**config.mk**
```make
export PLATFORM = sky130hd
export DESIGN_NAME = seg7_scan_driver_flat
export DESIGN_NICKNAME = d
export VERILOG_FILES = /design/src/rtl/seg7_scan_driver_if.sv /design/src/rtl/seg7_scan_driver.sv /design/src/flat_wrapper.sv
export SDC_FILE = /design/constraint.sdc
export NUM_CORES = 1
export LEC_CHECK = 0
export CAP_MARGIN = 20
export CORE_MARGIN = 2
export CORE_UTILIZATION = 40
export CTS_CLUSTER_DIAMETER = 120
export CTS_CLUSTER_SIZE = 16
export DETAILED_ROUTE_END_ITERATION = 8
export DONT_BUFFER_PORTS = 1
export GPL_TIMING_DRIVEN = 1
export HOLD_SLACK_MARGIN = 0.03
export PLACE_DENSITY_LB_ADDON = 0.2
export SLEW_MARGIN = 40
export SYNTH_ARGS = -nofsm -noshare
export SYNTH_HDL_FRONTEND = slang
export SYNTH_SLANG_ARGS = --single-unit
export TNS_END_PERCENT = 30
```
**constraint.sdc**
```tcl
create_clock -name clk -period 4.7 [get_ports clk]
set_clock_uncertainty 0.2 [all_clocks]
set_input_delay 0.235 -clock clk [delete_from_list [all_inputs] [get_ports clk]]
set_output_delay 0.235 -clock clk [all_outputs]
set_load 0.005 [all_outputs]
```
**src/rtl/seg7_scan_driver_if.sv**
```systemverilog
// Bus between the display driver and its client logic.
//   load       : one-cycle capture request for data_in/dp_in/en_in
//   data_in    : NUM_DIGITS hex nibbles, digit i at [4i+3:4i]
//   dp_in      : per-digit decimal point
//   en_in      : per-digit enable
//   seg        : segment bus {a..g, dp} at pin polarity
//   dig        : digit select lines at pin polarity
//   frame_tick : one-cycle pulse when the scan index returns to digit 0
//   pending    : captured data waits for the next frame boundary
interface seg7_scan_driver_if #(
    parameter int unsigned NUM_DIGITS = 8
);
    logic                    load;
    logic [4*NUM_DIGITS-1:0] data_in;
    logic [NUM_DIGITS-1:0]   dp_in;
    logic [NUM_DIGITS-1:0]   en_in;
    logic [7:0]              seg;
    logic [NUM_DIGITS-1:0]   dig;
    logic                    frame_tick;
    logic                    pending;

    modport master (
        output load, data_in, dp_in, en_in,
        input  seg, dig, frame_tick, pending
    );

    modport slave (
        input  load, data_in, dp_in, en_in,
        output seg, dig, frame_tick, pending
    );
endinterface

```
**src/rtl/seg7_scan_driver.sv**
```systemverilog
// Time-multiplexed multi-digit 7-segment driver with double-buffered data.
//   clk : system clock
//   rst : synchronous, active-high reset
//   bus : seg7_scan_driver_if slave (load/data/dp/en in; seg/dig/frame_tick/pending out)
// Each digit owns CLK_DIV cycles; new data is committed only at the frame wrap.
module seg7_scan_driver #(
    parameter int unsigned NUM_DIGITS     = 8,
    parameter int unsigned CLK_DIV        = 100000,
    parameter bit          SEG_ACTIVE_LOW = 1'b0,
    parameter bit          DIG_ACTIVE_LOW = 1'b1,
    parameter bit          BLANK_LZ       = 1'b1
) (
    input logic               clk,
    input logic               rst,
    seg7_scan_driver_if.slave bus
);
    localparam int unsigned DivW = (CLK_DIV > 1) ? $clog2(CLK_DIV) : 1;
    localparam int unsigned IdxW = (NUM_DIGITS > 1) ? $clog2(NUM_DIGITS) : 1;
    localparam logic [DivW-1:0] DivLast = DivW'(CLK_DIV - 1);
    localparam logic [IdxW-1:0] IdxLast = IdxW'(NUM_DIGITS - 1);
    // Pin-level "nothing lit / no digit selected" patterns.
    localparam logic [7:0]            SegOff = {8{SEG_ACTIVE_LOW}};
    localparam logic [NUM_DIGITS-1:0] DigOff = {NUM_DIGITS{DIG_ACTIVE_LOW}};

    logic [DivW-1:0]                 div_q, div_d;
    logic [IdxW-1:0]                 idx_q, idx_d;
    logic [NUM_DIGITS-1:0][3:0]      act_data_q, act_data_d;
    logic [NUM_DIGITS-1:0]           act_dp_q, act_dp_d;
    logic [NUM_DIGITS-1:0]           act_en_q, act_en_d;
    logic [NUM_DIGITS-1:0][3:0]      sh_data_q, sh_data_d;
    logic [NUM_DIGITS-1:0]           sh_dp_q, sh_dp_d;
    logic [NUM_DIGITS-1:0]           sh_en_q, sh_en_d;
    logic                            pending_q, pending_d;
    logic                            tick_q, tick_d;
    logic [7:0]                      seg_q, seg_d;
    logic [NUM_DIGITS-1:0]           dig_q, dig_d;

    logic                            slot_end;
    logic                            wrap;
    logic [NUM_DIGITS-1:0]           blank;
    logic                            upper_zero;
    logic [7:0]                      seg_l;
    logic [NUM_DIGITS-1:0]           dig_l;

    function automatic logic [6:0] decode(input logic [3:0] nib);
        logic [6:0] s;
        unique case (nib)
            4'h0: s = 7'b1111110;
            4'h1: s = 7'b0110000;
            4'h2: s = 7'b1101101;
            4'h3: s = 7'b1111001;
            4'h4: s = 7'b0110011;
            4'h5: s = 7'b1011011;
            4'h6: s = 7'b1011111;
            4'h7: s = 7'b1110000;
            4'h8: s = 7'b1111111;
            4'h9: s = 7'b1111011;
            4'hA: s = 7'b1110111;
            4'hB: s = 7'b0011111;
            4'hC: s = 7'b1001110;
            4'hD: s = 7'b0111101;
            4'hE: s = 7'b1001111;
            4'hF: s = 7'b1000111;
        endcase
        return s;
    endfunction

    // Slot divider, scan index and double-buffer commit.
    always_comb begin
        slot_end   = (div_q == DivLast);
        wrap       = slot_end && (idx_q == IdxLast);
        div_d      = slot_end ? '0 : div_q + DivW'(1);
        idx_d      = idx_q;
        if (slot_end) begin
            idx_d = wrap ? '0 : idx_q + IdxW'(1);
        end
        tick_d     = wrap;
        act_data_d = act_data_q;
        act_dp_d   = act_dp_q;
        act_en_d   = act_en_q;
        sh_data_d  = sh_data_q;
        sh_dp_d    = sh_dp_q;
        sh_en_d    = sh_en_q;
        pending_d  = pending_q;
        if (wrap) begin
            // A load on the wrap cycle bypasses the shadow and supersedes it.
            if (bus.load) begin
                act_data_d = bus.data_in;
                act_dp_d   = bus.dp_in;
                act_en_d   = bus.en_in;
            end else if (pending_q) begin
                act_data_d = sh_data_q;
                act_dp_d   = sh_dp_q;
                act_en_d   = sh_en_q;
            end
            pending_d = 1'b0;
        end else if (bus.load) begin
            sh_data_d = bus.data_in;
            sh_dp_d   = bus.dp_in;
            sh_en_d   = bus.en_in;
            pending_d = 1'b1;
        end
    end

    // Digit i>0 blanks when it and every higher digit are zero.
    always_comb begin
        blank      = '0;
        upper_zero = 1'b1;
        for (int i = int'(NUM_DIGITS) - 1; i >= 1; i--) begin
            upper_zero = upper_zero && (act_data_q[i] == 4'h0);
            blank[i]   = BLANK_LZ && upper_zero;
        end
    end

    // Registered pin drive for the digit selected by the current index.
    always_comb begin
        seg_l = {decode(act_data_q[idx_q]), act_dp_q[idx_q]};
        if (blank[idx_q]) begin
            seg_l[7:1] = '0;
        end
        dig_l = '0;
        if (act_en_q[idx_q]) begin
            dig_l[idx_q] = 1'b1;
        end else begin
            seg_l = '0;
        end
        seg_d = seg_l ^ SegOff;
        dig_d = dig_l ^ DigOff;
    end

    // Enables come out of reset set so the all-zero display is visible at once.
    always_ff @(posedge clk) begin
        if (rst) begin
            div_q      <= '0;
            idx_q      <= '0;
            act_data_q <= '0;
            act_dp_q   <= '0;
            act_en_q   <= '1;
            sh_data_q  <= '0;
            sh_dp_q    <= '0;
            sh_en_q    <= '1;
            pending_q  <= 1'b0;
            tick_q     <= 1'b0;
            seg_q      <= SegOff;
            dig_q      <= DigOff;
        end else begin
            div_q      <= div_d;
            idx_q      <= idx_d;
            act_data_q <= act_data_d;
            act_dp_q   <= act_dp_d;
            act_en_q   <= act_en_d;
            sh_data_q  <= sh_data_d;
            sh_dp_q    <= sh_dp_d;
            sh_en_q    <= sh_en_d;
            pending_q  <= pending_d;
            tick_q     <= tick_d;
            seg_q      <= seg_d;
            dig_q      <= dig_d;
        end
    end

    assign bus.seg        = seg_q;
    assign bus.dig        = dig_q;
    assign bus.frame_tick = tick_q;
    assign bus.pending    = pending_q;
endmodule

```
**src/flat_wrapper.sv**
```systemverilog
// flat-port wrapper written by rule: the top's interface ports become plain ports
module seg7_scan_driver_flat 
#(
    parameter int unsigned NUM_DIGITS     = 8,
    parameter int unsigned CLK_DIV        = 100000,
    parameter bit          SEG_ACTIVE_LOW = 1'b0,
    parameter bit          DIG_ACTIVE_LOW = 1'b1,
    parameter bit          BLANK_LZ       = 1'b1
)
  (clk, rst, bus_load, bus_data_in, bus_dp_in, bus_en_in, bus_seg, bus_dig, bus_frame_tick, bus_pending);
  seg7_scan_driver_if #(.NUM_DIGITS(NUM_DIGITS)) bus_i ();
  input logic clk;
  input logic rst;
  input wire logic [$bits(bus_i.load)-1:0] bus_load;
  input wire logic [$bits(bus_i.data_in)-1:0] bus_data_in;
  input wire logic [$bits(bus_i.dp_in)-1:0] bus_dp_in;
  input wire logic [$bits(bus_i.en_in)-1:0] bus_en_in;
  output wire logic [$bits(bus_i.seg)-1:0] bus_seg;
  output wire logic [$bits(bus_i.dig)-1:0] bus_dig;
  output wire logic [$bits(bus_i.frame_tick)-1:0] bus_frame_tick;
  output wire logic [$bits(bus_i.pending)-1:0] bus_pending;
  assign bus_i.load = bus_load;
  assign bus_i.data_in = bus_data_in;
  assign bus_i.dp_in = bus_dp_in;
  assign bus_i.en_in = bus_en_in;
  assign bus_seg = bus_i.seg;
  assign bus_dig = bus_i.dig;
  assign bus_frame_tick = bus_i.frame_tick;
  assign bus_pending = bus_i.pending;
  seg7_scan_driver #(.NUM_DIGITS(NUM_DIGITS), .CLK_DIV(CLK_DIV), .SEG_ACTIVE_LOW(SEG_ACTIVE_LOW), .DIG_ACTIVE_LOW(DIG_ACTIVE_LOW), .BLANK_LZ(BLANK_LZ)) u_core (.clk(clk), .rst(rst), .bus(bus_i));
endmodule
```
# == Yosys cells after proc, flatten, opt, wreduce, memory -nomap -nowiden ==
# Memory sizes are Yosys's and may differ from the RTL's. A register that Yosys moved wholly into a read port is not among the register bits.
# Index checks and enable logic that the tools add are counted.
# word_totals
register_bits,127
latch_bits,0
ramBits,0
mem_bits_ro,112
input_bits,51
output_inout_bits,18
word_cells,76
memories,1
# classes
addsub,2
n_mul,0
div,0
n_lt_le_gt_ge,2
eq_ne,2
n_shift,0
n_mux,18
n_bitwise,3
reduce_logical,22
# memory_table
memory,words,word_bits,read_ports,rd_clocked_by_memory_dff,write_ports,line,rtl
(no name shown),16,7,1,1,0,seg7_scan_driver.sv:47,unique case (nib)
# ops
op,count
32-bit 2-to-1 mux,2
8-bit 2-to-1 mux,5
4-bit logical NOT,7
"17-bit by 1-bit adder with 17-bit output, second input constant",1
"17-bit == test, second input constant",1
4-bit binary-select mux with 3-bit select,1
1-bit binary-select mux with 3-bit select,3
1-bit logical AND,8
8-bit NOT,1
2-bit OR reduction,3
"3-bit by 4-bit < comparator with 1-bit output, second input constant",1
1-bit 2-to-1 mux,4
4-bit 2-to-1 mux,1
2-bit AND reduction,2
"3-bit by 1-bit adder with 3-bit output, second input constant",1
1-bit demux with 3-bit select,1
"3-bit == test, second input constant",1
"3-bit by 1-bit >= comparator with 1-bit output, second input constant",1
3-bit 2-to-1 mux,1
3-bit OR reduction,1
1-bit NOT,2
2-bit nonzero test,1

# == Logic depth before layout (Yosys ltp) ==
# depth
ltp_word,10
mapped_depth,11
mapped_depth_nobuf,10

# == Worst setup path before layout ==
# OpenSTA, ideal clock, no wires.
# synth_timing
path_kind,flip-flop to flip-flop
from,register u_core.idx_q[0]
to,register u_core.seg_q[4] (netlist: u_core.bus.seg[4])
setup_time_ns,0.065
t_arrival_ns,2.595
required_time_ns,4.435
path_slack_ns,1.840
path_stages_with_launch,9
path_buffers,2
synth_period_minus_slack_ns,2.860
path_cell_list,dfxtp_1 -> buf_6 -> clkbuf_1 -> mux4_2 -> mux2i_1 -> inv_1 -> ha_1 -> mux4_2 -> nor2_1
# synth_between
elab_chain_cells,4
elab_cells_between_ends,8
cone_classes,6 x mux; 1 x bitwise; 1 x reduce/logical
# synth_lines
element,line,rtl
from (decl),seg7_scan_driver.sv:26,"logic [IdxW-1:0] idx_q, idx_d;"
from (signal assigned),seg7_scan_driver.sv:148,idx_q <= idx_d;
1-bit binary-select mux with 3-bit select,seg7_scan_driver.sv:122,if (act_en_q[idx_q]) begin
1-bit 2-to-1 mux (implied by the code),seg7_scan_driver.sv:122,
1-bit NOT (no source line),n/a,
3-bit OR reduction (no source line),n/a,
to (decl),seg7_scan_driver.sv:35,"logic [7:0] seg_q, seg_d;"
# Several ways; a longest one is shown, not always the timed one. The select of a mux whose other input is x is not followed.
# A chain may end at the register's enable or synchronous reset.

# == Final worst setup path ==
# layout_timing
from,register u_core.idx_q[0]
to,register u_core.sh_data_q[24] (netlist bit)
# layout_between
elab_chain_cells,4
# layout_lines
element,line,rtl
3-bit == test,seg7_scan_driver.sv:71,wrap = slot_end && (idx_q == IdxLast);
1-bit logical AND,seg7_scan_driver.sv:71,
1-bit NOT (no source line),n/a,
2-bit AND reduction (no source line),n/a,
to (signal assigned),seg7_scan_driver.sv:152,sh_data_q <= sh_data_d;
to (decl),seg7_scan_driver.sv:30,"logic [NUM_DIGITS-1:0][3:0] sh_data_q, sh_data_d;"
# No other way between the ends.

==> out/results.txt <==
Worst Tran Pin Value: 0.840 ns
Seq cells post-synth: 134
worst skew pair latency: 0.42 ns
CTS tree: built
fin cells: 900
FF/Latch Area: 2690 um^2
hold slack: 0.0659 ns
post-synthesis net count: 727
H-tree depth: 4
Fin. Hold Viols: 0
VDD IR max: 253 uV
Distinct cells, synth: 48
clk sinks: 134
Pleak: 2.74 nW
grt ovf: 0
Final Cell Area: 7510 um^2
initial antenna violation count: 0
global-route wire length before repair: 24000 um
final net count: 761
YS warnings: 0
Syn Area/Cell: 9.35 um^2
final setup TNS: 0 ns
Post-synth EDFFs: 0
most frequent cells in the layout: 132 x dfxtp_1, 100 x nand2_1, 82 x nor2_1, 58 x mux2i_1, 55 x dlygate4sd3_1
R2R setup slack: 1.39 ns
critical path's largest stage delay: 0.59 ns
share of the synthesized area in the top cell type: 0.431
kind of end point of the critical path: flop
worst reg2reg endpoint: u_core.sh_data_q[24]
core box area: 15200 um^2
Cells on Worst Hold Path: 2
most frequent CP cell: ha_1
die area: 16600 um^2
Root Buffer: clkbuf_16
Multi-input gate area: 3240 um^2
Crit path arrival time: 3.48 ns
DP HPWL: 9160 um
pin count of the biggest net entering global routing: 112
worst slew margin relative to its limit: 0.438
Worst R2R Path Depth: 9
crit path cell chain: ha_1 -> ha_1 -> inv_1 -> o31ai_4 -> buf_6 -> buf_4 -> nand2_1 -> a21oi_1 -> dlygate4sd3_1
ant diodes: 0
asr flop ratio synth: 0
status: finished clean
die height: 129 um
total of max-cap violations: 0
layout cells sized above 1: 0.152
Initial DRC Count: 264
DRC viols: 0
Routed Antenna Nets: 0
fmax: 0.302 GHz
Place WS: 1.22 ns
Power, Total: 2.86 mW
postcts setup bufs: 0
Main synth FF type: dfxtp_1
row cnt: 45
Hold Path Class: input pin to flop
Initial Util: 0.410
Total GRT Usage: 0.184
fin util: 0.494
Cell Area, Placed: 6230 um^2
Avg WL per Cell: 15.7 um
final worst-path cycle share: 0.704
Setup CP Type: flop to flop
crit path max-delay cell type: dfxtp_2
Worst-path clk slew: 0.06 ns
drt pass-1 iters: 4
die width: 129 um
crit-path max FO: 30
Vias/cell: 5.24
Worst Setup Start Kind: flop
Req. time, crit path: 4.87 ns
Ports: 69
Pwr per Cell Area: 381 nW/um^2
Resized Gates After CTS: 0
port bufs: 0
commonest non-fill, non-tap cell in the layout: dfxtp_1
hold path startpoint: rst
Layout fillers: 1396
mapped cell area: 6230 um^2
Synth area leaders: dfxtp_1 43%, mux2i_1 9.3%, a211oi_2 8.0%
max-slew violations: 0
CTS Buf Count: 17
Final WS setup: 1.39 ns
Setup violations, final: 0
sequential fraction of the synthesis area: 0.431
Worst Hold Path EP: u_core.sh_data_q[26]
clock tree buffer depth: 2
placed insts: 811
Yosys top cell by area: dfxtp_1
vias in the first global route: 4711
Routed WL: 14200 um
synth-to-layout area growth: 20.7%
Vias: 4714
routability cong.: 0.814
minimum clock period: 3.31 ns
Mapped Cells: 666
reg2reg start: u_core.idx_q[0]
Hold Buf Count CTS: 57
RSZ-0062 raised after global routing: no
-- worst max-delay path: cells and delay by family (launching register included) --
kind	cells	cell delay [ns]
fa+ha+maj	2	0.43
flops	1	0.59
buf+inv	4	1.27
compound gates	2	0.65
simple gates	1	0.10
-- Yosys cell counts, types with 3 or more instances --
master / n
nand2_1: 100
inv_1: 9
dfxtp_1: 134
buf_2: 8
a211oi_1: 6
nor4_1: 6
nand4_1: 4
o41ai_1: 3
xor2_1: 6
nor2b_1: 3
mux2_2: 9
nor3_1: 24
or2_2: 4
ha_1: 10
buf_6: 6
buf_8: 4
o21ai_0: 8
clkbuf_1: 24
a21oi_1: 51
nand2b_1: 9
a211oi_2: 40
xnor2_1: 9
mux2i_1: 58
nand3_1: 11
nor2_1: 82
mux4_2: 7
buf_4: 4
and3_1: 3
-- final cells by class --
type	count	area share
multi-input cells	475	0.431
flip-flops and latches	134	0.357
repair buffers	63	0.0871
clock buffers	19	0.0589
well taps	188	0.0313
clock inverters	12	0.0300
inverters	9	0.00450
-- flip-flops by register name, indices dropped and copies added (netlist names) --
signal,cells
u_core.idx_q,3
u_core.bus.pending,1
u_core.act_dp_q,8
u_core.sh_dp_q,8
u_core.bus.seg,8
u_core.bus.dig,8
u_core.act_en_q,8
u_core.act_data_q,32
u_core.div_q,17
u_core.bus.frame_tick,1
u_core.sh_data_q,32
u_core.sh_en_q,8
-- how the worst max path moves through the flow --
stage                                from                   end  slack, ns  depth (start not counted)
after floorplan           u_core.idx_q[0]     u_core.bus.seg[4]       1.84                          8
after global placement    u_core.idx_q[0]  u_core.act_data_q[1]       1.42                          7
after detailed placement  u_core.idx_q[0]  u_core.act_data_q[5]       1.22                          7
after CTS                 u_core.idx_q[0]  u_core.sh_data_q[24]       0.89                          8
after global routing      u_core.idx_q[0]  u_core.sh_data_q[24]       1.09                          9
final                     u_core.idx_q[0]  u_core.sh_data_q[24]       1.39                          9
-- power breakdown --
part | switching, mW | leakage [nW] | internal (mW)
registers | 0.0149 | 1.09 | 1.17
logic | 0.0941 | 1.32 | 0.0796
clock network | 0.501 | 0.327 | 1.01
-- layer usage --
layer	share of wire	wire (um)	GRT usage
met5	0	0	0
met1	0.48	6850	0.246
met2	0.46	6490	0.286
met4	0.013	191	0.0639
met3	0.045	631	0.0516
-- cells by family (layout without fill, tap and decap cells) --
family	after synthesis	after routing	share of synthesized area
AO/OA/AOI/OAI	117	117	0.151
XOR/XNOR	15	15	0.0211
adder cells (fa/ha/maj)	10	10	0.0201
buffers and inverters	57	103	0.0528
flip-flops	134	134	0.431
multiplexers	75	75	0.137
AND/OR/NAND/NOR	258	258	0.187
Note: power is estimated with default switching activity, not from simulation.
